File: src/rtl/adder_pkg.sv
// Shared constants and a behavioural reference sum for the adders library.
// The reference is a plain integer add, kept independent of the ripple-carry netlist.
package adder_pkg;

  localparam int ADDER_MAX_WIDTH = 64;

  // Returns {carry, sum} of a width-bit add; bits above 'width' are zero.
  function automatic logic [ADDER_MAX_WIDTH:0] adder_ref(
    input int unsigned                  width,
    input logic [ADDER_MAX_WIDTH-1:0]   a,
    input logic [ADDER_MAX_WIDTH-1:0]   b,
    input logic                         ci
  );
    logic [ADDER_MAX_WIDTH:0] mask;
    logic [ADDER_MAX_WIDTH:0] full;
    mask = '0;
    for (int i = 0; i < ADDER_MAX_WIDTH; i++) begin
      if (i < int'(width)) mask[i] = 1'b1;
    end
    full = {1'b0, a & mask[ADDER_MAX_WIDTH-1:0]} + {1'b0, b & mask[ADDER_MAX_WIDTH-1:0]}
         + {{ADDER_MAX_WIDTH{1'b0}}, ci};
    mask = (mask << 1) | {{ADDER_MAX_WIDTH{1'b0}}, 1'b1};
    return full & mask;
  endfunction

endpackage

File: src/rtl/full_adder_cell.sv
// One-bit full adder cell, purely combinational.
// Latency: 0 cycles. Backpressure: none.
module full_adder_cell (
  input  logic a,
  input  logic b,
  input  logic ci,
  output logic s,
  output logic co
);

  assign s  = a ^ b ^ ci;
  assign co = (a & b) | (ci & (a ^ b));

endmodule

File: src/rtl/full_adder.sv
// Registered ripple-carry adder {C_out,S} = A+B+C_in; FULL_ADDER_OVFL_EN adds signed overflow OVFL.
// Latency: 1 cycle. Backpressure: none, accepts one operand set per cycle.
module full_adder
  import adder_pkg::*;
#(
  parameter int WIDTH = 1
) (
  input  logic             CLK,
  input  logic             RST_n,
  input  logic             in_valid,
  input  logic [WIDTH-1:0] A,
  input  logic [WIDTH-1:0] B,
  input  logic             C_in,
  output logic [WIDTH-1:0] S,
  output logic             C_out,
`ifdef FULL_ADDER_OVFL_EN
  output logic             OVFL,
`endif
  output logic             out_valid
);

  if (WIDTH < 1 || WIDTH > ADDER_MAX_WIDTH) begin : g_width_check
    $error("full_adder: WIDTH out of range");
  end

  logic [WIDTH:0]   c;
  logic [WIDTH-1:0] sum;

  assign c[0] = C_in;

  for (genvar i = 0; i < WIDTH; i++) begin : g_cell
    full_adder_cell u_cell (
      .a  (A[i]),
      .b  (B[i]),
      .ci (c[i]),
      .s  (sum[i]),
      .co (c[i+1])
    );
  end

  // Result registers load only on in_valid, so undriven operands never reach S.
  always_ff @(posedge CLK or negedge RST_n) begin
    if (!RST_n) begin
      S         <= '0;
      C_out     <= 1'b0;
      out_valid <= 1'b0;
`ifdef FULL_ADDER_OVFL_EN
      OVFL      <= 1'b0;
`endif
    end else begin
      out_valid <= in_valid;
      if (in_valid) begin
        S     <= sum;
        C_out <= c[WIDTH];
`ifdef FULL_ADDER_OVFL_EN
        OVFL  <= c[WIDTH] ^ c[WIDTH-1];
`endif
      end
    end
  end

endmodule

File: config.mk
export PLATFORM = sky130hd
export DESIGN_NAME = full_adder
export DESIGN_NICKNAME = d
export VERILOG_FILES = /design/src/rtl/adder_pkg.sv /design/src/rtl/full_adder_cell.sv /design/src/rtl/full_adder.sv
export SDC_FILE = /design/constraint.sdc
export NUM_CORES = 1
export LEC_CHECK = 0
export CORE_AREA = 2 2 39 41
export DETAILED_ROUTE_END_ITERATION = 12
export DIE_AREA = 0 0 41 43
export PLACE_DENSITY = 0.3
export SYNTH_ARGS = -nofsm -noshare
export SYNTH_HDL_FRONTEND = slang
export SYNTH_SLANG_ARGS = --single-unit
File: constraint.sdc
create_clock -name CLK -period 1.05 [get_ports CLK]
set_clock_uncertainty 0.1 [all_clocks]
set_input_delay 0.2625 -clock CLK [delete_from_list [all_inputs] [get_ports CLK]]
set_output_delay 0.2625 -clock CLK [all_outputs]
set_load 0.02 [all_outputs]
==> metrics.txt <==
outcome complete, but fails checks; failing checks setup timing; initial antenna violation count 0; vias in the first global route between 100 and 150; CTS Buffer Depth 2; first-pass GRT wire length 455 µm; area occupied by multi-input gates 52.6 µm²; # DRC 0; WP data required 0.69 ns; Crit Path Max Fanout 2; setup violators final 3; class of the worst hold path in2async; post-synthesis sequential area ratio 63.8%; Ys Warns 0; Die Area 1760 µm²; max incr delay on CP 0.38 ns; CP Launch Type register; final setup margin -0.0551 ns; clk sinks 3; Avg WL per Cell 8.17 µm; Setup crit end S; Max stage delay cell, worst path dfrtp_1; maximum number of pins on one net before global-route repair 4; multiplexer share of the synthesized area between 10% and 20%; Rows 14; Nets 28; layout cell share with drive strength beyond 1 a little over two thirds; largest family of logic cells by synthesized area multiplexers; CP Data Arrival Time 0.74 ns; Fmax achieved between 900 and 1000 MHz; global route overflow 0; WP depth 1; Critical path buffers and inverters 1; Mapped Nets 13; Slew @ Worst Pin 0.166 ns; FF+latch count, synth 3; DR pass1 iterations 1; setup TNS -0.139 ns; Sequential cell area 75.1 µm²; Die Y roughly 43 µm; Setup crit end kind primary output; Die X 41 µm; Post-Synthesis Cells 6; Synth Area in Compound Gates 0%; pins over their slew limit 0; Synth Area in XOR/XNOR 0%; I/O Buffers 8; final non-filler cell total 36; Leak Pwr 0.124 nW; Cell Area, Synth 118 µm²; Starting Density 8.50%; count of cell types in the netlist 3; Final Routed Wirelength 294 µm; worst r2r src S; Synth Area in Adders 17.0%; vias 98; CTS buffer count 3; post-placement cell count 31; H-tree levels 1; Clk pin slew, worst setup/hold paths 0.04 ns; Post-Synth Simple-Gate Area 0%; post-route antenna net violation count 0; Via density around 2.7; ant diodes 0; GRT Total Usage 4.51%; Area growth syn-to-layout 123%; post-route minimum period 1.11 ns; Root Driver clkbuf_4; core area 1380 µm²; RD Place Congestion 0.547; unrepaired setup endpoints after global routing yes; starting DRC count in detailed routing 0; Reg2Reg Setup Slack 0.07 ns; crit path kind reg2out; Worst R2R Path Depth 2; Fillers 155; total I/O pin count 9; max cap viols 0; clock latency on the worst-skew pair ~0.23 ns; CP cell instances buf_6; Crit path max-delay family flip-flops; pwr/cell area 1730 nW/µm²; Final Hold Viols 0; Mean Syn Cell Area 19.6 µm²; CTS tree done; Worst VDD drop around 0.00022 V; Final period util 105%; slew margin rel. 89.0%; CP startpoint S; reg-to-reg endpoint S; CTS Hold Bufs 0
metrics by stage:
step / util (%) / cell area [µm²] / total power, W / setup WS (ns) / hold slack [ns]
after CTS: 19.0 / 263 / 0.000472 / -0.0720 / 0.112
after global placement: 16.7 / 231 / 0.000240 / -0.626 / 0.365
final: 19.0 / 263 / 0.000455 / -0.0551 / 0.117
after detailed placement: 16.7 / 231 / 0.000240 / -0.635 / 0.364
after floorplan: - / 124 / 0.000176 / -0.119 / -0.133
after global routing: 19.0 / 263 / 0.000488 / -0.0972 / 0.121
worst min path at each step:
stage | from | end | slack [ns] | cells past startpoint
global route | RST_n | C_out | 0.12 | 1
detailed placement | RST_n | out_valid | 0.36 | 1
floorplan | RST_n | C_out | -0.13 | 0
global placement | RST_n | out_valid | 0.36 | 1
CTS | RST_n | S | 0.11 | 1
finish | RST_n | S | 0.12 | 1
power breakdown:
| part | total (W) | internal [W] | switching (W) |
|---|---|---|---|
| clock | 0.000201 | 0.000142 | 0.0000585 |
| sequential | 0.000140 | 0.000131 | 0.00000896 |
| combinational | 0.000115 | 0.0000735 | 0.0000412 |
area by class of cell:
cell class | count | share of cell area [%]
timing repair buffer | 10 | 33.8
sequential | 3 | 28.6
multi-input combinational | 3 | 20.0
clock buffer | 4 | 10.0
tap | 16 | 7.62
sequential cells by signal (all words and copies together) (netlist names):
| signal | flops |
|---|---|
| C_out | 1 |
| out_valid | 1 |
| S | 1 |
synthesized netlist by cell type:
| library cell | number | area share (%) |
|---|---|---|
| mux2_2 | 2 | 19 |
| dfrtp_1 | 3 | 64 |
| fa_1 | 1 | 17 |
timing repair:
item                       4_1_cts  5_1_grt
resized for setup               33        0
pin swaps                        1        0
buffers inserted                 1        0
gates cloned                     0        0
setup endpoints to repair        5        3
cells in the final DEF (no fill, tap or decap):
master and instances:
clkbuf_4 3, buf_6 4, clkbuf_1 1, buf_4 2
clkdlybuf4s50_1 1, buf_2 2, fa_2 1, dlygate4sd2_1 1
mux2_4 2, dfrtp_1 3
logic make-up (layout without fill, tap and decap cells):
logic type / Yosys count / in the layout
adders and majority gates: 1 / 1
buffers and inverters: 0 / 14
DFF: 3 / 3
muxes: 2 / 2
metal layers:
layer,global-route usage [%],part of all wire (%),up-vias,wire length (µm)
met2,5.63,52,6,154
met5,0,0,-,0
met1,3.51,30,45,89
met3,2.09,17,0,51
met4,8.00,0,0,0
li1,-,-,47,-
No activity file was read; power rests on OpenSTA's default activity.
==> RTL edit (same flow settings) <==
Build with the macro `FULL_ADDER_OVFL_EN` defined.
--- a/src/rtl/full_adder.sv
+++ b/src/rtl/full_adder.sv
@@ -1,5 +1,7 @@
 // Registered ripple-carry adder {C_out,S} = A+B+C_in; FULL_ADDER_OVFL_EN adds signed overflow OVFL.
 // Latency: 1 cycle. Backpressure: none, accepts one operand set per cycle.
+`define FULL_ADDER_OVFL_EN
+
 module full_adder
   import adder_pkg::*;
 #(
Behaviour (old outputs only; new: OVFL): unchanged (Yosys induction, for registers that start in step).
==> RTL edit against the original RTL <==
  * The run still ends with negative setup slack left
  * Fmax is 0.47% lower
  * Area after synthesis rose by 36%
  * Setup slack lost 5.3 ps
  * Cell area rose by 28%
  * Critical path depth unchanged
  * First-iteration DRC count stayed put
  * Power grew 19%
  * Sequential cell count grew 1
  * Wire length increased by 23%
  * Critical path type unchanged
  * Highest routed layer is now met4
==> RTL edit: results (changes against the original RTL) <==
Clk pin slew, worst setup/hold paths: 40 ps (about the same)
share of layout cells above drive strength 1: 0.6667 (-0.03333)
P_sw: 134.2 uW (+23%)
Max Buffers Root-to-Sink: 2 (unchanged)
Sequential Power: 188 uW (+34%)
compound-cell area share of the yosys netlist: 0.03125 (+0.03125)
sequential area share after synthesis: 0.6250 (-0.01330)
number of global-route vias before repair: 122 (+6.1%)
Commonest cells post-synth: dfrtp_1 (4), mux2_2 (2)
clk pwr: 189 uW (-6%)
largest net degree at the start of global routing: 6 (+2)
Fill cells: 147 (-5.2%)
failing checks: negative setup slack
PortBufs: 9 (+1)
Final WS setup: -60.35 ps (-5.257 ps)
mux cell area share after synthesis: 0.1406 (-0.05086)
Relative slew margins: 0.8450 (-0.04456)
Max IR drop VDD: 0.3946 mV (+80%)
vias: 144 (+47%)
root cell of the clock tree: clkbuf_4
first-pass GRT wire length: 524 um (+15%)
gp weighted congestion: 0.6248 (+14%)
drt wl/cell: 8.395 um (+2.8%)
initial antenna violation count: 0 (unchanged)
all-layer global routing usage: 0.05723 (+0.01214)
Crit Path Max Fanout: 2 (unchanged)
crit-path max cell delay: 380 ps (about the same)
# diodes: 0 (unchanged)
Unique masters post-synth: 6 (+3)
Static Leak: 0.0001595 uW (+29%)
Area contributors post-synth: dfrtp_1 (63%), mux2_2 (14%), fa_1 (13%)
Top Family by Delay on Critical Path: flip-flops
CTS buffer count: 3 (unchanged)
post-synthesis adder-cell area fraction: 0.1250 (-0.04521)
Post-layout nets: 36 (+29%)
Arr. time, crit path: 750 ps
Yosys warning count: 0 (unchanged)
Detailed Route Iter0 Violations: 0 (unchanged)
post-synthesis xor/xnor area fraction: 0.05469 (+0.05469)
final setup fails: 5 (+2)
status: complete, but fails checks
Post-Syn Nets: 17 (+4)
[RTL edit: metal layers]
| metal | track usage | vias to the layer above | share of wire | wire, um |
|---|---|---|---|---|
| met5 | 0 | - | 0 | 0 |
| met4 | 0.1000 | 0 | 0.036 | 13 |
| met3 | 0.03141 | 2 | 0.10 | 36 |
| met2 | 0.04375 | 10 | 0.40 | 145 |
| met1 | 0.07074 | 63 | 0.45 | 164 |
| li1 | - | 69 | - | - |
[RTL edit: layout make-up]
class	count	area (um^2)	area share
clock buffers	3	22.52	0.06716
multi-input cells	6	70.07	0.2090
flip-flops and latches	4	100.1	0.2985
well taps	16	20.02	0.05970
repair buffers	14	122.6	0.3657
[RTL edit: logic make-up (layout without fill, tap and decap cells)]
family	Yosys count	in the layout
buf+inv	0	17
compound gates	1	1
flops	4	4
mux	2	2
simple gates	1	1
fa+ha+maj	1	1
xor+xnor	1	1
[RTL edit: final timing paths]
path,end,from,slack [ps],cells after the start
max,S,S,-60,1
min,S,RST_n,130,1
max reg2reg,C_out,C_out,-50,3
min reg2reg,S,S,520,2
max in group asynchronous,C_out,RST_n,550,1
min in group CLK,out_valid,in_valid,310,1
[RTL edit: repair_timing]
item	CTS	global route
endpoints found under the hold margin	0	0
gates resized for setup	39	0
setup buffers	1	1
pin swaps	1	0
gates cloned	0	0
setup endpoints to repair	7	5
[RTL edit: metrics by stage]
stage / total power, uW / area (um^2) / setup slack, ps / TNS, ps / cells
after floorplan: 239.6 / 166.4 / -118.6 / -193.1 / 10
after global placement: 329.0 / 299.0 / -628.7 / -2671 / 38
after detailed placement: 329.5 / 299.0 / -647.8 / -2691 / 38
after CTS: 548.8 / 327.8 / -77.68 / -339.4 / 42
after global routing: 590.1 / 335.3 / -101.2 / -453.0 / 43
final: 540.5 / 335.3 / -60.35 / -253.7 / 43
